## config.mk

```make
export PLATFORM = sky130hd
export DESIGN_NAME = pb_uart_fifo_flat
export DESIGN_NICKNAME = d
export VERILOG_FILES = /design/src/rtl/pb_uart_fifo_if.sv /design/src/rtl/pb_uart_fifo.sv /design/src/flat_wrapper.sv
export SDC_FILE = /design/constraint.sdc
export NUM_CORES = 1
export LEC_CHECK = 0
export CAP_MARGIN = 20
export CORE_ASPECT_RATIO = 1.4
export CORE_MARGIN = 3
export CORE_UTILIZATION = 60
export CTS_CLUSTER_DIAMETER = 80
export CTS_CLUSTER_SIZE = 12
export DETAILED_ROUTE_END_ITERATION = 7
export DONT_BUFFER_PORTS = 1
export GPL_ROUTABILITY_DRIVEN = 0
export PLACE_DENSITY_LB_ADDON = 0.05
export SYNTH_ARGS = -nofsm -noshare
export SYNTH_HDL_FRONTEND = slang
export SYNTH_SLANG_ARGS = --single-unit
```

## constraint.sdc

```tcl
create_clock -name clk -period 4.3 [get_ports clk]
set_clock_uncertainty 0.1 [all_clocks]
set_input_delay 0.215 -clock clk [delete_from_list [all_inputs] [get_ports clk]]
set_output_delay 0.215 -clock clk [all_outputs]
set_load 0.02 [all_outputs]
```

## src/rtl/pb_uart_fifo_if.sv

```systemverilog
// Picoblaze port bus as seen by a port-mapped peripheral: address, write data, strobes, read data.
`timescale 1ns/1ps
interface pb_uart_fifo_if;
    logic [7:0] port_id;
    logic [7:0] data_in;
    logic       read_strobe;
    logic       write_strobe;
    logic [7:0] data_out;

    modport master (output port_id, data_in, read_strobe, write_strobe, input data_out);
    modport slave  (input port_id, data_in, read_strobe, write_strobe, output data_out);
endinterface

```

## src/rtl/pb_uart_fifo.sv

```systemverilog
// Picoblaze UART with TX/RX FIFOs, programmable baud divisor, sticky error flags and interrupts.
// Optional internal loopback (CTRL b2) is built only when PB_UART_LOOPBACK_EN is defined.
`timescale 1ns/1ps
module pb_uart_fifo_buf #(
    parameter int DEPTH = 16
) (
    input  logic       clk,
    input  logic       reset,
    input  logic       i_push,
    input  logic [7:0] i_data,
    input  logic       i_pop,
    output logic [7:0] o_head,
    output logic       o_empty,
    output logic       o_full
);
    localparam int AW = $clog2(DEPTH);

    logic [7:0]    r_mem [DEPTH];
    logic [AW-1:0] r_wptr;
    logic [AW-1:0] r_rptr;
    logic [AW:0]   r_count;
    logic          w_push_ok;
    logic          w_pop_ok;

    assign o_empty   = (r_count == '0);
    assign o_full    = (r_count == (AW+1)'(DEPTH));
    assign o_head    = r_mem[r_rptr];
    // A full FIFO still takes a push when the head leaves in the same cycle.
    assign w_pop_ok  = i_pop & ~o_empty;
    assign w_push_ok = i_push & (~o_full | w_pop_ok);

    always_ff @(posedge clk) begin
        if (reset) begin
            r_wptr  <= '0;
            r_rptr  <= '0;
            r_count <= '0;
            for (int i = 0; i < DEPTH; i++) r_mem[i] <= '0;
        end else begin
            if (w_push_ok) begin
                r_mem[r_wptr] <= i_data;
                r_wptr        <= r_wptr + 1'b1;
            end
            if (w_pop_ok) r_rptr <= r_rptr + 1'b1;
            case ({w_push_ok, w_pop_ok})
                2'b10:   r_count <= r_count + 1'b1;
                2'b01:   r_count <= r_count - 1'b1;
                default: ;
            endcase
        end
    end
endmodule

module pb_uart_fifo #(
    parameter logic [7:0]  BASE_ADDR     = 8'h00,
    parameter int          FIFO_DEPTH    = 16,
    parameter logic [15:0] DIVISOR_RESET = 16'd26
) (
    input  logic          clk,
    input  logic          reset,
    input  logic          RX,
    output logic          TX,
    output logic          interrupt,
    pb_uart_fifo_if.slave bus
);
    typedef enum logic [1:0] {TX_IDLE, TX_START, TX_DATA, TX_STOP} tx_state_t;
    typedef enum logic [1:0] {RX_IDLE, RX_START, RX_DATA, RX_STOP} rx_state_t;

    // ---------------- address decode ----------------
    logic [7:0] w_off;
    logic       w_sel_data, w_sel_stat, w_sel_ctrl, w_sel_dlo, w_sel_dhi;
    logic       w_tx_push, w_rx_pop, w_stat_rd, w_ctrl_wr, w_div_wr;

    assign w_off      = bus.port_id - BASE_ADDR;
    assign w_sel_data = (w_off == 8'd0);
    assign w_sel_stat = (w_off == 8'd1);
    assign w_sel_ctrl = (w_off == 8'd2);
    assign w_sel_dlo  = (w_off == 8'd3);
    assign w_sel_dhi  = (w_off == 8'd4);
    assign w_tx_push  = bus.write_strobe & w_sel_data;
    assign w_rx_pop   = bus.read_strobe  & w_sel_data;
    assign w_stat_rd  = bus.read_strobe  & w_sel_stat;
    assign w_ctrl_wr  = bus.write_strobe & w_sel_ctrl;
    assign w_div_wr   = bus.write_strobe & (w_sel_dlo | w_sel_dhi);

    // ---------------- control registers ----------------
    logic [15:0] r_div;
    logic [1:0]  r_ctrl;
    logic        w_loop;
    logic        w_rx_line;
    logic        r_tx;

    always_ff @(posedge clk) begin
        if (reset) begin
            r_div  <= DIVISOR_RESET;
            r_ctrl <= 2'b00;
        end else begin
            if (w_ctrl_wr)                      r_ctrl      <= bus.data_in[1:0];
            if (bus.write_strobe && w_sel_dlo)  r_div[7:0]  <= bus.data_in;
            if (bus.write_strobe && w_sel_dhi)  r_div[15:8] <= bus.data_in;
        end
    end

`ifdef PB_UART_LOOPBACK_EN
    logic r_loop;
    always_ff @(posedge clk) begin
        if (reset)          r_loop <= 1'b0;
        else if (w_ctrl_wr) r_loop <= bus.data_in[2];
    end
    assign w_loop    = r_loop;
    // Loopback feeds the internal TX line to the deserialiser and parks the pin high.
    assign w_rx_line = r_loop ? r_tx : RX;
    assign TX        = r_loop | r_tx;
`else
    assign w_loop    = 1'b0;
    assign w_rx_line = RX;
    assign TX        = r_tx;
`endif

    // ---------------- baud tick ----------------
    logic [15:0] r_baud_cnt;
    logic        w_tick;

    assign w_tick = (r_baud_cnt == r_div);

    always_ff @(posedge clk) begin
        if (reset || w_div_wr) r_baud_cnt <= '0;
        else if (w_tick)       r_baud_cnt <= '0;
        else                   r_baud_cnt <= r_baud_cnt + 16'd1;
    end

    // ---------------- FIFOs ----------------
    logic [7:0] w_txf_head, w_rxf_head, r_rx_sh;
    logic       w_txf_empty, w_txf_full, w_rxf_empty, w_rxf_full;
    logic       w_tx_pop, w_rx_push;

    pb_uart_fifo_buf #(.DEPTH(FIFO_DEPTH)) u_txf (
        .clk(clk), .reset(reset), .i_push(w_tx_push), .i_data(bus.data_in),
        .i_pop(w_tx_pop), .o_head(w_txf_head), .o_empty(w_txf_empty), .o_full(w_txf_full)
    );

    pb_uart_fifo_buf #(.DEPTH(FIFO_DEPTH)) u_rxf (
        .clk(clk), .reset(reset), .i_push(w_rx_push), .i_data(r_rx_sh),
        .i_pop(w_rx_pop), .o_head(w_rxf_head), .o_empty(w_rxf_empty), .o_full(w_rxf_full)
    );

    // ---------------- TX FSM ----------------
    tx_state_t r_tx_st, w_tx_st_nxt;
    logic [3:0] r_tx_cnt, w_tx_cnt_nxt;
    logic [2:0] r_tx_bit, w_tx_bit_nxt;
    logic [7:0] r_tx_sh, w_tx_sh_nxt;
    logic       w_tx_line_nxt;
    logic       w_tx_idle;

    assign w_tx_idle = (r_tx_st == TX_IDLE) & w_txf_empty;

    always_ff @(posedge clk) begin
        if (reset) begin
            r_tx_st  <= TX_IDLE;
            r_tx_cnt <= '0;
            r_tx_bit <= '0;
            r_tx_sh  <= '0;
            r_tx     <= 1'b1;
        end else begin
            r_tx_st  <= w_tx_st_nxt;
            r_tx_cnt <= w_tx_cnt_nxt;
            r_tx_bit <= w_tx_bit_nxt;
            r_tx_sh  <= w_tx_sh_nxt;
            r_tx     <= w_tx_line_nxt;
        end
    end

    always_comb begin
        w_tx_st_nxt  = r_tx_st;
        w_tx_cnt_nxt = r_tx_cnt;
        w_tx_bit_nxt = r_tx_bit;
        w_tx_sh_nxt  = r_tx_sh;
        w_tx_pop     = 1'b0;
        case (r_tx_st)
            TX_IDLE: if (w_tick && !w_txf_empty) begin
                w_tx_st_nxt  = TX_START;
                w_tx_cnt_nxt = '0;
                w_tx_sh_nxt  = w_txf_head;
                w_tx_pop     = 1'b1;
            end
            TX_START: if (w_tick) begin
                w_tx_cnt_nxt = r_tx_cnt + 4'd1;
                if (r_tx_cnt == 4'd15) begin
                    w_tx_st_nxt  = TX_DATA;
                    w_tx_bit_nxt = '0;
                end
            end
            TX_DATA: if (w_tick) begin
                w_tx_cnt_nxt = r_tx_cnt + 4'd1;
                if (r_tx_cnt == 4'd15) begin
                    w_tx_sh_nxt  = {1'b0, r_tx_sh[7:1]};
                    w_tx_bit_nxt = r_tx_bit + 3'd1;
                    if (r_tx_bit == 3'd7) w_tx_st_nxt = TX_STOP;
                end
            end
            TX_STOP: if (w_tick) begin
                w_tx_cnt_nxt = r_tx_cnt + 4'd1;
                if (r_tx_cnt == 4'd15) begin
                    if (!w_txf_empty) begin
                        w_tx_st_nxt = TX_START;
                        w_tx_sh_nxt = w_txf_head;
                        w_tx_pop    = 1'b1;
                    end else begin
                        w_tx_st_nxt = TX_IDLE;
                    end
                end
            end
            default: w_tx_st_nxt = TX_IDLE;
        endcase
        // Line value follows the next state so the start edge lands on the transition edge.
        case (w_tx_st_nxt)
            TX_START: w_tx_line_nxt = 1'b0;
            TX_DATA:  w_tx_line_nxt = w_tx_sh_nxt[0];
            default:  w_tx_line_nxt = 1'b1;
        endcase
    end

    // ---------------- RX path ----------------
    rx_state_t r_rx_st, w_rx_st_nxt;
    logic [3:0] r_rx_cnt, w_rx_cnt_nxt;
    logic [2:0] r_rx_bit, w_rx_bit_nxt;
    logic [7:0] w_rx_sh_nxt;
    logic       r_rx_s1, r_rx_s2, r_rx_d;
    logic       w_rx_fall, w_fe_set, w_ovr_set;
    logic       r_fe, r_ovr;

    assign w_rx_fall = r_rx_d & ~r_rx_s2;

    always_ff @(posedge clk) begin
        if (reset) begin
            r_rx_s1  <= 1'b1;
            r_rx_s2  <= 1'b1;
            r_rx_d   <= 1'b1;
            r_rx_st  <= RX_IDLE;
            r_rx_cnt <= '0;
            r_rx_bit <= '0;
            r_rx_sh  <= '0;
            r_fe     <= 1'b0;
            r_ovr    <= 1'b0;
        end else begin
            r_rx_s1  <= w_rx_line;
            r_rx_s2  <= r_rx_s1;
            r_rx_d   <= r_rx_s2;
            r_rx_st  <= w_rx_st_nxt;
            r_rx_cnt <= w_rx_cnt_nxt;
            r_rx_bit <= w_rx_bit_nxt;
            r_rx_sh  <= w_rx_sh_nxt;
            // Sticky flags: a set in the same cycle as a STATUS read wins.
            r_fe     <= w_fe_set  | (r_fe  & ~w_stat_rd);
            r_ovr    <= w_ovr_set | (r_ovr & ~w_stat_rd);
        end
    end

    always_comb begin
        w_rx_st_nxt  = r_rx_st;
        w_rx_cnt_nxt = r_rx_cnt;
        w_rx_bit_nxt = r_rx_bit;
        w_rx_sh_nxt  = r_rx_sh;
        w_rx_push    = 1'b0;
        w_fe_set     = 1'b0;
        w_ovr_set    = 1'b0;
        case (r_rx_st)
            RX_IDLE: if (w_rx_fall) begin
                w_rx_st_nxt  = RX_START;
                w_rx_cnt_nxt = '0;
            end
            RX_START: if (w_tick) begin
                w_rx_cnt_nxt = r_rx_cnt + 4'd1;
                if (r_rx_cnt == 4'd7) begin
                    if (r_rx_s2) begin
                        w_rx_st_nxt = RX_IDLE;
                    end else begin
                        w_rx_st_nxt  = RX_DATA;
                        w_rx_cnt_nxt = '0;
                        w_rx_bit_nxt = '0;
                    end
                end
            end
            RX_DATA: if (w_tick) begin
                w_rx_cnt_nxt = r_rx_cnt + 4'd1;
                if (r_rx_cnt == 4'd15) begin
                    w_rx_sh_nxt  = {r_rx_s2, r_rx_sh[7:1]};
                    w_rx_bit_nxt = r_rx_bit + 3'd1;
                    if (r_rx_bit == 3'd7) w_rx_st_nxt = RX_STOP;
                end
            end
            RX_STOP: if (w_tick) begin
                w_rx_cnt_nxt = r_rx_cnt + 4'd1;
                if (r_rx_cnt == 4'd15) begin
                    // Back in IDLE a low line raises no falling edge, so a broken frame
                    // cannot restart reception until the line has returned high.
                    w_rx_st_nxt = RX_IDLE;
                    if (!r_rx_s2)                   w_fe_set  = 1'b1;
                    else if (w_rxf_full && !w_rx_pop) w_ovr_set = 1'b1;
                    else                            w_rx_push = 1'b1;
                end
            end
            default: w_rx_st_nxt = RX_IDLE;
        endcase
    end

    // ---------------- read mux, interrupt ----------------
    logic [7:0] w_status, w_rd_mux, r_dout;
    logic       r_irq;

    assign w_status = {2'b00, r_fe, r_ovr, w_tx_idle, w_txf_full, w_rxf_full, ~w_rxf_empty};

    always_comb begin
        w_rd_mux = 8'h00;
        if      (w_sel_data) w_rd_mux = w_rxf_head;
        else if (w_sel_stat) w_rd_mux = w_status;
        else if (w_sel_ctrl) w_rd_mux = {5'b00000, w_loop, r_ctrl};
        else if (w_sel_dlo)  w_rd_mux = r_div[7:0];
        else if (w_sel_dhi)  w_rd_mux = r_div[15:8];
    end

    always_ff @(posedge clk) begin
        if (reset) begin
            r_dout <= 8'h00;
            r_irq  <= 1'b0;
        end else begin
            r_dout <= w_rd_mux;
            r_irq  <= (r_ctrl[0] & ~w_rxf_empty) | (r_ctrl[1] & w_tx_idle);
        end
    end

    assign bus.data_out = r_dout;
    assign interrupt    = r_irq;
endmodule
```

## src/flat_wrapper.sv

```systemverilog
// flat-port wrapper written by rule: the top's interface ports become plain ports
module pb_uart_fifo_flat 
#(
    parameter logic [7:0]  BASE_ADDR     = 8'h00,
    parameter int          FIFO_DEPTH    = 16,
    parameter logic [15:0] DIVISOR_RESET = 16'd26
)
  (clk, reset, RX, TX, interrupt, bus_port_id, bus_data_in, bus_read_strobe, bus_write_strobe, bus_data_out);
  pb_uart_fifo_if bus_i ();
  input  logic clk;
  input  logic reset;
  input  logic RX;
  output logic TX;
  output logic interrupt;
  input wire logic [$bits(bus_i.port_id)-1:0] bus_port_id;
  input wire logic [$bits(bus_i.data_in)-1:0] bus_data_in;
  input wire logic [$bits(bus_i.read_strobe)-1:0] bus_read_strobe;
  input wire logic [$bits(bus_i.write_strobe)-1:0] bus_write_strobe;
  output wire logic [$bits(bus_i.data_out)-1:0] bus_data_out;
  assign bus_i.port_id = bus_port_id;
  assign bus_i.data_in = bus_data_in;
  assign bus_i.read_strobe = bus_read_strobe;
  assign bus_i.write_strobe = bus_write_strobe;
  assign bus_data_out = bus_i.data_out;
  pb_uart_fifo #(.BASE_ADDR(BASE_ADDR), .FIFO_DEPTH(FIFO_DEPTH), .DIVISOR_RESET(DIVISOR_RESET)) u_core (.clk(clk), .reset(reset), .RX(RX), .TX(TX), .interrupt(interrupt), .bus(bus_i));
endmodule
```

==> implementation parameters, run 1 <==
Parameter                              Value

Floorplan
  Placeable core region    28500 um2
  Effective utilization at floorplan    61.1%
  Row Count    73
  Width of the die    150 um
  Die area    31100 um2
  Height of the die    208 um
  IO Count    31

Pwr
  Combinational share of power    2.8%
  Internal power    5640 uW
  Clock Power Share    41.8%
  Switch Pwr    1470 uW
  Power per unit of standard cell area    376 nW/um2
  Switching Fraction    20.7%
  Leakage power of the design    0.00676 uW
  Proportion of power drawn by flip-flops and latches    55.5%
  Worst vdd ir    332 uV

Place
  Port Buffers    0
  HPWL after detailed placement    26600 um
  Minimum setup slack after placement    0.512 ns

Clock tree
  Maximum clock insertion buffer count    3
  Clk Tree Root Cell    sky130_fd_sc_hd__clkbuf_16
  Clock Sink Count    373
  CTS H-tree depth    2
  Resized cells post-CTS    0
  Number of buffers added to fix hold violations after cts    20
  Insertion delay of the later-clocked pin in the worst-skew pair    0.53 ns
  Number of buffers created by CTS    37
  Post-CTS Setup Bufs    0
  Clock edge transition at the registers on the reported setup and hold paths    0.06 ns
  TritonCTS clock tree    done

Yosys
  Number of synthesized flops with an enable pin    256
  Post-synth top flop    sky130_fd_sc_hd__edfxtp_1
  Syn nets    1409
  Number of synthesis warnings    0
  Register bit total from synthesis    373
  Cell Area, Synth    17400 um2
  Netlist cell types    64
  Fraction of registers with async set or reset after synthesis    0%
  Share of the yosys chip area belonging to registers    57.6%
  Average size of a mapped cell    12.8 um2
  Cells after Synth    1359

Critical path
  Endpoint kind of the worst setup timing path    register
  Required time worst endpoint    4.65 ns
  Crit-path slowest cell    sky130_fd_sc_hd__fa_1
  Crit path cell chain    xor2_1, nor4_1, nand4_1, buf_4, or3_1, ha_1, fa_1, a21o_1, a21oi_1, xor2_1, or3_1, a21oi_1
  Data arrival time at the worst-slack endpoint    4.18 ns
  Type of element launching the critical path    register
  Highest cell delay on the worst timing path    0.50 ns
  Crit path kind    register to register
  Largest fanout of any net on the critical path    8

Global routing
  Antenna violations before repair    6
  Maximum number of pins on one net before global-route repair    116
  Wire length of the first global-routing pass    61700 um
  GR Util All Layers    26.3%
  Vias in the first global route    10400
  GRT overflow    0

Layout
  Footprint of the flip-flops and latches    10000 um2
  Post-synthesis to final-layout area growth    8.67%
  Final design utilization    66.4%
  Layout cell share with drive strength beyond 1    15.0%
  NumNets Final    1392
  FILL cells    2084
  Area taken by multi-input logic gates    6950 um2
  Most common cell after layout, fill and taps aside    sky130_fd_sc_hd__and2_1
  Commonest cells after routing, fill and taps aside    sky130_fd_sc_hd__and2_1 (257), sky130_fd_sc_hd__edfxtp_1 (256), sky130_fd_sc_hd__dfxtp_1 (115)

Status
  Violations in the final reports    hold timing
  Run status    finished with violations

Drt
  Post-detailed-routing wire length    40200 um
  Mean number of vias per cell    6.03
  Detailed-route via count    10500
  Router iterations before antenna repair    5
  DRC Markers    0
  Final antenna-violating net count    0
  Routed len/inst    23.1 um
  Count of routing violations after the opening detailed-route iteration    747

STA
  Worst Max-Slew Pin Slew    0.877 ns
  Post-route setup TNS    0 ns
  Final period utilization    89.1%
  Timing-limited maximum frequency    261 MHz
  Max_slew headroom    41.5%
  Worst hold slack across all endpoints    -0.0363 ns
  Time the worst path needs with I/O delays and setup    3.83 ns
  Worst setup margin    0.468 ns
  RSZ-0062 raised after global routing    no
  Total count of max-transition violations in the final report    0
  Setup violations, final    0
  Final hold vios    6

Worst hold path
  Worst min path class    input pin to register

Job
  Max capacitance violation total    0
final timing paths:
path                                      startpoint                      end  slack, ns  depth (start not counted)
worst min-delay path                           reset  u_core.u_txf.r_count[1]      -0.04                          2
worst max register to register  u_core.r_baud_cnt[7]  u_core.u_rxf.r_count[4]       0.47                         12
worst min register to register        u_core.r_rx_s1           u_core.r_rx_s2       0.35                          1
worst max-delay path            u_core.r_baud_cnt[7]  u_core.u_rxf.r_count[4]       0.47                         12
through the flow:
step / instances / hold WS, ns / cell area [um2] / power, uW
2_1_floorplan: 1359 / 0.219 / 17400 / 4130
3_5_place_dp: 1657 / 0.195 / 17600 / 4160
6_report: 1738 / -0.0363 / 18900 / 7110
4_1_cts: 1734 / 0.00468 / 18900 / 7160
3_3_place_gp: 1657 / 0.197 / 17600 / 4150
5_1_grt: 1738 / 0.0237 / 18900 / 7300
cell usage after synthesis (8+ instances only):
library cell | count | area share, %
sky130_fd_sc_hd__and2_1 | 257 | 9.2
sky130_fd_sc_hd__edfxtp_1 | 256 | 44
sky130_fd_sc_hd__dfxtp_1 | 117 | 13
sky130_fd_sc_hd__mux4_2 | 79 | 10
sky130_fd_sc_hd__nor2_1 | 78 | 1.7
sky130_fd_sc_hd__clkbuf_1 | 66 | 1.4
sky130_fd_sc_hd__a21oi_1 | 63 | 1.8
sky130_fd_sc_hd__nand2_1 | 58 | 1.3
sky130_fd_sc_hd__nand3_1 | 36 | 1.0
sky130_fd_sc_hd__xor2_1 | 36 | 1.8
sky130_fd_sc_hd__or2_2 | 33 | 1.2
sky130_fd_sc_hd__ha_1 | 28 | 2.0
sky130_fd_sc_hd__and3_1 | 24 | 0.86
sky130_fd_sc_hd__buf_2 | 18 | 0.52
sky130_fd_sc_hd__inv_1 | 15 | 0.32
sky130_fd_sc_hd__xnor2_1 | 14 | 0.70
sky130_fd_sc_hd__nor2_4 | 12 | 0.78
sky130_fd_sc_hd__o21ai_0 | 12 | 0.34
sky130_fd_sc_hd__or3_1 | 12 | 0.43
sky130_fd_sc_hd__a22oi_1 | 10 | 0.43
sky130_fd_sc_hd__nor3_1 | 10 | 0.29
sky130_fd_sc_hd__mux2i_1 | 9 | 0.52
sky130_fd_sc_hd__nand4_1 | 9 | 0.32
sky130_fd_sc_hd__buf_1 | 8 | 0.17
sky130_fd_sc_hd__nand2b_1 | 8 | 0.29
logic make-up after synthesis:
family	after synthesis	share of synthesized area, %
and+or+nand+nor	583	19.8
DFF	373	57.6
AOI/OAI and AO/OA	127	4.66
buffers and inverters	109	2.54
muxes	88	10.7
xor gates and xnor gates	50	2.52
adders and majority gates	29	2.13
worst max-delay path, delay by kind of cell (launching register included):
family / cells / cell delay (ns)
AND/OR/NAND/NOR: 4 / 1.41
flip-flops: 1 / 0.43
buffers and inverters: 1 / 0.24
adder cells (fa/ha/maj): 2 / 0.84
XOR/XNOR: 2 / 0.20
AO/OA/AOI/OAI: 3 / 0.53
metal layers:
layer  vias to the layer above  GRT usage (%)  routed length, um  part of all wire, %
li1                       4866              -                  -                    -
met1                      5236           32.2              15300                   38
met2                       285           46.5              21500                   53
met3                        92           3.45               1660                  4.1
met4                         0           11.0               1770                  4.4
met5                         -              0                  0                    0
flip-flops by register name (all words and copies together) (netlist names), 2 cells and up, named ones only:
register	count
u_core.bus.data_out	8
u_core.r_tx_bit	3
u_core.r_rx_sh	8
u_core.u_rxf.r_count	5
u_core.u_txf.r_mem	128
u_core.u_txf.r_rptr	4
u_core.r_baud_cnt	16
u_core.r_tx_sh	8
u_core.u_rxf.r_wptr	4
u_core.u_txf.r_wptr	4
u_core.r_ctrl	2
u_core.r_rx_bit	3
u_core.r_tx_cnt	4
u_core.r_rx_cnt	4
u_core.r_tx_st	2
u_core.u_rxf.r_mem	128
u_core.u_rxf.r_rptr	4
u_core.u_txf.r_count	5
u_core.r_div	16
power by group through the flow:
stage	logic (uW)	clock network, uW	registers (uW)
6_report	196	2970	3940
5_1_grt	208	3140	3950
4_1_cts	198	3020	3940
3_5_place_dp	137	0	4020
3_3_place_gp	135	0	4020
2_1_floorplan	123	0	4000
area by class of cell:
cell class                      count  area share, %
Tap cell                          375           2.48
Timing Repair Buffer               38           1.86
Inverter                           15          0.298
Sequential cell                   373           53.0
Clock inverter                      2          0.106
Antenna cell                        3         0.0397
Multi-Input combinational cell    877           36.7
Clock buffer                       55           5.48
(Power assumes the default switching activity.)
==> run 2, diff against run 1 <==
--- a/config.mk
+++ b/config.mk
@@ -6,15 +6,18 @@
 export NUM_CORES = 1
 export LEC_CHECK = 0
 export CAP_MARGIN = 20
+export CELL_PAD_IN_SITES_DETAIL_PLACEMENT = 0
+export CELL_PAD_IN_SITES_GLOBAL_PLACEMENT = 2
 export CORE_ASPECT_RATIO = 1.4
 export CORE_MARGIN = 3
-export CORE_UTILIZATION = 60
+export CORE_UTILIZATION = 45
 export CTS_CLUSTER_DIAMETER = 80
 export CTS_CLUSTER_SIZE = 12
 export DETAILED_ROUTE_END_ITERATION = 7
 export DONT_BUFFER_PORTS = 1
 export GPL_ROUTABILITY_DRIVEN = 0
-export PLACE_DENSITY_LB_ADDON = 0.05
+export HOLD_SLACK_MARGIN = 0.02
+export PLACE_DENSITY = 0.85
 export SYNTH_ARGS = -nofsm -noshare
 export SYNTH_HDL_FRONTEND = slang
 export SYNTH_SLANG_ARGS = --single-unit
==> run 2 against run 1 <==
Compared with the run above: the run now ends clean; setup slack improved by 0.059 ns; via count decreased by 1.7%; count of clock-buffer cells in the layout decreased by 8; first-iteration DRC count decreased by 4.4%.
==> implementation parameters, run 2 (synthesis gave the netlist of run 1 again) <==
Parameter                              Value

Layout
  Largest registers    u_core.u_rxf.r_mem: 128 flops, u_core.u_txf.r_mem: 128 flops
  Layout cell share with drive strength beyond 1    15.0%
  Final Non-Filler Cells    1831
  Most common cell after layout, fill and taps aside    sky130_fd_sc_hd__and2_1
  Final design utilization    50.3%
  Commonest cells after routing, fill and taps aside    sky130_fd_sc_hd__and2_1 (257), sky130_fd_sc_hd__edfxtp_1 (256), sky130_fd_sc_hd__dfxtp_1 (115)
  NumNets Final    1392
  Post-synthesis to final-layout area growth    9.23%

Place
  Total instance count after detailed placement    1754
  HPWL after detailed placement    27500 um
  Port Buffers    0

STA
  Total count of max-transition violations in the final report    0
  Final hold vios    0
  Max_slew headroom    29.6%
  Time the worst path needs with I/O delays and setup    3.77 ns
  Final period utilization    87.7%
  Setup violations, final    0
  Timing-limited maximum frequency    265 MHz
  Post-route setup TNS    0 ns
  RSZ-0062 raised after global routing    no
  Worst Max-Slew Pin Slew    1.05 ns

Clock tree
  Maximum clock insertion buffer count    3
  Clock Sink Count    373
  Clk Tree Root Cell    sky130_fd_sc_hd__clkbuf_16
  CTS H-tree depth    2
  Clock edge transition at the registers on the reported setup and hold paths    0.07 ns
  TritonCTS clock tree    done
  Number of buffers created by CTS    37
  Resized cells post-CTS    0
  Insertion delay of the later-clocked pin in the worst-skew pair    0.53 ns

Floorplan
  Width of the die    172 um
  Height of the die    239 um
  Effective utilization at floorplan    46.0%
  IO Count    31
  Die area    41100 um2
  Placeable core region    37800 um2
  Row Count    84

Drt
  Detailed-route via count    10300
  Post-detailed-routing wire length    40800 um
  Mean number of vias per cell    5.63
  Count of routing violations after the opening detailed-route iteration    714
  Final antenna-violating net count    0
  Routed len/inst    22.3 um
  DRC Markers    0
  Router iterations before antenna repair    5

Critical path
  Largest fanout of any net on the critical path    9
  Worst-case reg-to-reg path depth    12
  Crit path kind    register to register
  Critical R2R Capture    u_core.u_rxf.r_count[4]
  R2R Setup Slk    0.53 ns
  Type of element launching the critical path    register
  Required time worst endpoint    4.66 ns
  Startpoint of the most critical register-to-register path    u_core.r_baud_cnt[6]
  Endpoint kind of the worst setup timing path    register
  Worst setup path startpoint    u_core.r_baud_cnt[6]
  Capturing instance or port of the critical path    u_core.u_rxf.r_count[4]
  Data arrival time at the worst-slack endpoint    4.13 ns

Global routing
  Global routing usage on met1    24.4%
  Antenna violations before repair    8
  Vias in the first global route    10600
  GR Util All Layers    20.5%
  Wire length of the first global-routing pass    63800 um
  GR met3 Demand/Resource    3.23%
  Maximum number of pins on one net before global-route repair    124
  Busiest metal layer after global routing    met2
  Global routing met2 resource utilization    36.1%
  GRT overflow    0

Job
  Max capacitance violation total    0

Worst hold path
  Worst min path class    input pin to register

Pwr
  Leakage power of the design    0.00675 uW
  Power per unit of standard cell area    371 nW/um2
  Worst vdd ir    267 uV
  Power consumption    7050 uW

Status
  Run status    complete, no violations
run 2: cell types whose count changed in the layout (fill, tap and decap cells not counted):
| cell | previous run | this run |
|---|---|---|
| sky130_fd_sc_hd__nor4b_2 | 0 | 1 |
| sky130_fd_sc_hd__clkbuf_16 | 39 | 37 |
| sky130_fd_sc_hd__diode_2 | 3 | 4 |
| sky130_fd_sc_hd__nor4b_1 | 1 | 0 |
| sky130_fd_sc_hd__buf_4 | 18 | 16 |
| sky130_fd_sc_hd__clkinv_8 | 0 | 2 |
| sky130_fd_sc_hd__dlygate4sd3_1 | 19 | 21 |
| sky130_fd_sc_hd__clkbuf_1 | 16 | 10 |
run 2: per-stage QoR:
| step | area, um2 | hold slack, ns | setup WS, ns |
|---|---|---|---|
| CTS | 19000 | 0.0214 | 0.536 |
| global placement | 17800 | 0.198 | 0.577 |
| detailed placement | 17800 | 0.196 | 0.554 |
| floorplan | 17400 | 0.219 | 0.814 |
| global route | 19000 | 0.0485 | 0.279 |
| finish | 19000 | 0.0491 | 0.528 |
run 2: worst min path at each step:
stage,startpoint,to,slack (ns),cells after the start
after global routing,bus_port_id[0],u_core.bus.data_out[1],0.05,4
final,bus_port_id[0],u_core.r_ovr,0.05,4
after global placement,reset,u_core.r_rx_sh[6],0.20,1
after floorplan,RX,u_core.r_rx_s1,0.22,1
after CTS,bus_port_id[0],u_core.r_ovr,0.02,4
after detailed placement,reset,u_core.r_rx_bit[0],0.20,1
run 2: metal layers:
layer	part of all wire (%)	wire length [um]
met2	53	21700
met1	38	15700
met5	0.039	16
met3	3.4	1400
met4	4.9	1990
run 2: where the power goes:
part / total [uW] / internal (uW) / switching [uW]
combinational: 198 / 66.6 / 132
clock: 2910 / 1580 / 1340
sequential: 3940 / 3910 / 31.7
run 2: area by class of cell:
cell class | instances | area, um2
well taps | 473 | 592
clock buffers | 47 | 963
inverters | 15 | 56.3
flip-flops and latches | 373 | 10000
clock inverters | 4 | 52.6
multi-input cells | 877 | 6950
fillers | 3260 | 18800
repair buffers | 38 | 358
diodes | 4 | 10.0
run 2: worst max-delay path, cell delays in order, from the launching register on:
cell                      delay (ns)
sky130_fd_sc_hd__dfxtp_1        0.45
sky130_fd_sc_hd__xor2_1         0.10
sky130_fd_sc_hd__nor4_1         0.31
sky130_fd_sc_hd__nand4_1        0.27
sky130_fd_sc_hd__buf_4          0.26
sky130_fd_sc_hd__or3_1          0.48
sky130_fd_sc_hd__ha_1           0.34
sky130_fd_sc_hd__fa_1           0.49
sky130_fd_sc_hd__a21o_1         0.20
sky130_fd_sc_hd__a21oi_1        0.18
sky130_fd_sc_hd__xor2_1         0.09
sky130_fd_sc_hd__or3_1          0.31
sky130_fd_sc_hd__a21oi_1        0.13
run 2: repair_timing:
item | in CTS | in global routing
buffers inserted | 0 | 0
endpoints found under the hold margin | 453 | 0
hold buffers | 22 | 0
==> run 3, diff against run 2 <==
--- a/config.mk
+++ b/config.mk
@@ -17,7 +17,8 @@
 export DONT_BUFFER_PORTS = 1
 export GPL_ROUTABILITY_DRIVEN = 0
 export HOLD_SLACK_MARGIN = 0.02
-export PLACE_DENSITY = 0.85
+export PLACE_DENSITY = 0.86
 export SYNTH_ARGS = -nofsm -noshare
 export SYNTH_HDL_FRONTEND = slang
+export SYNTH_HIERARCHICAL = 1
 export SYNTH_SLANG_ARGS = --single-unit
==> run 3 against run 2 <==
Compared with the run above: fmax is 2.2% lower; critical path type unchanged; register-to-register slack worse by 0.08 ns; highest routed layer unchanged; utilization is 0.30 points higher; sequential power is 1% higher.
==> implementation parameters, run 3 <==
Parameter                              Value

Drt
  Routed len/inst    21.2 um
  Final antenna-violating net count    0
  Mean number of vias per cell    5.46
  Post-detailed-routing wire length    42600 um
  Detailed-route via count    11000
  Count of routing violations after the opening detailed-route iteration    781
  Router iterations before antenna repair    5
  DRC Markers    0

Floorplan
  Placeable core region    38500 um2
  Height of the die    240 um
  IO Count    31
  Row Count    85
  Die area    41500 um2
  Effective utilization at floorplan    45.6%
  Width of the die    173 um

Yosys
  Cells after Synth    1425
  Leading area contributor after synthesis    sky130_fd_sc_hd__edfxtp_1
  Share of the yosys chip area belonging to registers    57.1%
  Syn nets    1476
  Most used standard cell by instance count after synthesis    sky130_fd_sc_hd__and2_1
  Portion of synthesized cell area occupied by the leading cell type    43.8%
  Post-synth top flop    sky130_fd_sc_hd__edfxtp_1
  Average size of a mapped cell    12.3 um2
  Number of synthesis warnings    6
  Netlist cell types    74
  Fraction of registers with async set or reset after synthesis    0%
  Area contributors post-synth    sky130_fd_sc_hd__edfxtp_1 (44%), sky130_fd_sc_hd__dfxtp_1 (13%), sky130_fd_sc_hd__and2_1 (9.4%), sky130_fd_sc_hd__mux4_2 (8.2%), sky130_fd_sc_hd__nor2_1 (2.4%)
  Number of synthesized flops with an enable pin    256
  Cell Area, Synth    17600 um2
  Register bit total from synthesis    373
  Most used standard cells in the synthesized netlist    sky130_fd_sc_hd__and2_1 (265), sky130_fd_sc_hd__edfxtp_1 (256), sky130_fd_sc_hd__dfxtp_1 (117)

Clock tree
  TritonCTS clock tree    done
  Clock edge transition at the registers on the reported setup and hold paths    0.06 ns
  CTS H-tree depth    2
  Insertion delay of the later-clocked pin in the worst-skew pair    0.52 ns
  Number of buffers created by CTS    37
  Number of buffers added to fix hold violations after cts    15
  Resized cells post-CTS    0
  Maximum clock insertion buffer count    3
  Clock Sink Count    373
  Post-CTS Setup Bufs    0
  Clk Tree Root Cell    sky130_fd_sc_hd__clkbuf_16

STA
  Max_slew headroom    45.0%
  Total count of max-transition violations in the final report    0
  Worst Max-Slew Pin Slew    0.824 ns
  Post-route setup TNS    0 ns
  Setup violations, final    0
  RSZ-0062 raised after global routing    no
  Time the worst path needs with I/O delays and setup    3.86 ns
  Timing-limited maximum frequency    259 MHz
  Final period utilization    89.7%
  Final hold vios    0

Layout
  Post-synthesis to final-layout area growth    10.8%
  Most common cell after layout, fill and taps aside    sky130_fd_sc_hd__and2_1
  Commonest cells after routing, fill and taps aside    sky130_fd_sc_hd__and2_1 (265), sky130_fd_sc_hd__edfxtp_1 (256), sky130_fd_sc_hd__dfxtp_1 (115)
  FILL cells    3410
  Largest registers    u_core/u_rxf/r_mem: 128 flops, u_core/u_txf/r_mem: 128 flops
  NumNets Final    1510
  Layout cell share with drive strength beyond 1    12.7%
  Cell area after layout    19500 um2

Global routing
  Antenna violations before repair    2
  Vias in the first global route    11200
  Maximum number of pins on one net before global-route repair    90
  GRT overflow    0
  GR Util All Layers    20.6%
  Wire length of the first global-routing pass    66100 um

Pwr
  Power per unit of standard cell area    365 nW/um2
  Clock Power Share    40.9%
  Internal power    5630 uW
  Leakage power of the design    0.00686 uW
  Switch Pwr    1470 uW
  Combinational share of power    3.1%
  Switching Fraction    20.8%
  Worst vdd ir    381 uV
  Proportion of power drawn by flip-flops and latches    56.0%

Critical path
  Endpoint kind of the worst setup timing path    register
  Required time worst endpoint    4.59 ns
  Data arrival time at the worst-slack endpoint    4.15 ns
  Crit path kind    register to register
  Type of element launching the critical path    register
  Largest fanout of any net on the critical path    9

Worst hold path
  Worst min path class    input pin to register

Status
  Run status    complete, no violations

Place
  Placed cell area    18300 um2
  HPWL after detailed placement    29200 um
  Port Buffers    0

Job
  Max capacitance violation total    0
==> run 3: cell types whose count changed after synthesis, sizes merged, moves of 9 or more <==
| cell | before | now |
|---|---|---|
| and3 | 25 | 9 |
| a22oi | 10 | 45 |
| or2 | 37 | 8 |
| or3 | 12 | 2 |
| o21ai | 12 | 61 |
| nor2 | 90 | 116 |
| mux4 | 79 | 64 |
| inv | 15 | 24 |
| nand2 | 62 | 81 |
| a21oi | 64 | 44 |
| clkbuf | 66 | 45 |
==> run 3: cell families (layout without fill, tap and decap cells) <==
family / count (synthesis) / count (layout) / synth area share [%]
DFF: 373 / 373 / 57.1
and+or+nand+nor: 598 / 598 / 18.7
muxes: 80 / 80 / 9.13
AOI/OAI and AO/OA: 208 / 208 / 8.39
other: 0 / 1 / 0
xor gates and xnor gates: 44 / 44 / 2.19
adders and majority gates: 30 / 30 / 2.22
buffers and inverters: 92 / 150 / 2.30
==> run 3: per-stage QoR <==
stage                     util (%)  hold WS [ns]  instances  power [uW]  worst slack, ns
after floorplan                  -         0.184       1425        4160            0.631
after global placement        47.4         0.220       1927        4220            0.570
after detailed placement      47.4         0.222       1927        4220            0.560
after CTS                     50.6        0.0249       2005        7200            0.533
after global routing          50.6        0.0422       2005        7350            0.250
final                         50.6        0.0503       2006        7100            0.444
==> run 3: path summary, 6_finish.rpt <==
kind,from,slack (ns),cells past startpoint,end
min reg2reg,u_core/r_rx_s1,0.31,1,u_core/r_rx_s2
max,u_core/r_baud_cnt[2],0.44,13,u_core/u_txf/r_count[4]
max reg2reg,u_core/r_baud_cnt[2],0.44,13,u_core/u_txf/r_count[4]
min,bus_port_id[2],0.05,4,u_core/bus.data_out[4]
==> run 3: power by group through the flow <==
stage | Clock, uW | Combinational, uW | Sequential, uW
2_1_floorplan | 0 | 125 | 4030
3_3_place_gp | 0 | 166 | 4050
3_5_place_dp | 0 | 168 | 4060
4_1_cts | 3000 | 224 | 3980
5_1_grt | 3130 | 237 | 3980
6_report | 2900 | 220 | 3980
==> run 3: area by class of cell <==
type	instances	area (um2)	share of cell area [%]
Inverter	24	90.1	0.463
Tap cell	522	653	3.35
Clock inverter	1	11.3	0.0578
Clock buffer	62	1020	5.24
Sequential cell	373	10000	51.5
Multi-Input combinational cell	960	7130	36.6
Timing Repair Buffer	63	528	2.71
Antenna cell	1	2.50	0.0129
==> run 3: worst max-delay path, cell delays in order, from the launching register on <==
cell and delay, ns:
sky130_fd_sc_hd__dfxtp_1 0.42, sky130_fd_sc_hd__xor2_1 0.10, sky130_fd_sc_hd__nor4_1 0.38, sky130_fd_sc_hd__nand4_2 0.38, sky130_fd_sc_hd__nor4_1 0.59, sky130_fd_sc_hd__buf_4 0.24
sky130_fd_sc_hd__nand2b_1 0.09, sky130_fd_sc_hd__a21o_1 0.22, sky130_fd_sc_hd__inv_1 0.22, sky130_fd_sc_hd__ha_1 0.31, sky130_fd_sc_hd__nor2b_1 0.16, sky130_fd_sc_hd__o22a_1 0.23
sky130_fd_sc_hd__o211ai_1 0.20, sky130_fd_sc_hd__a31oi_1 0.10
==> run 3: routing by layer <==
metal / wire (um) / global-route usage, % / vias up
met5: 17 / 0 / -
met4: 1370 / 6.79 / 2
met3: 1260 / 2.28 / 68
met2: 23600 / 39.8 / 182
met1: 16300 / 23.8 / 5447
li1: - / - / 5251
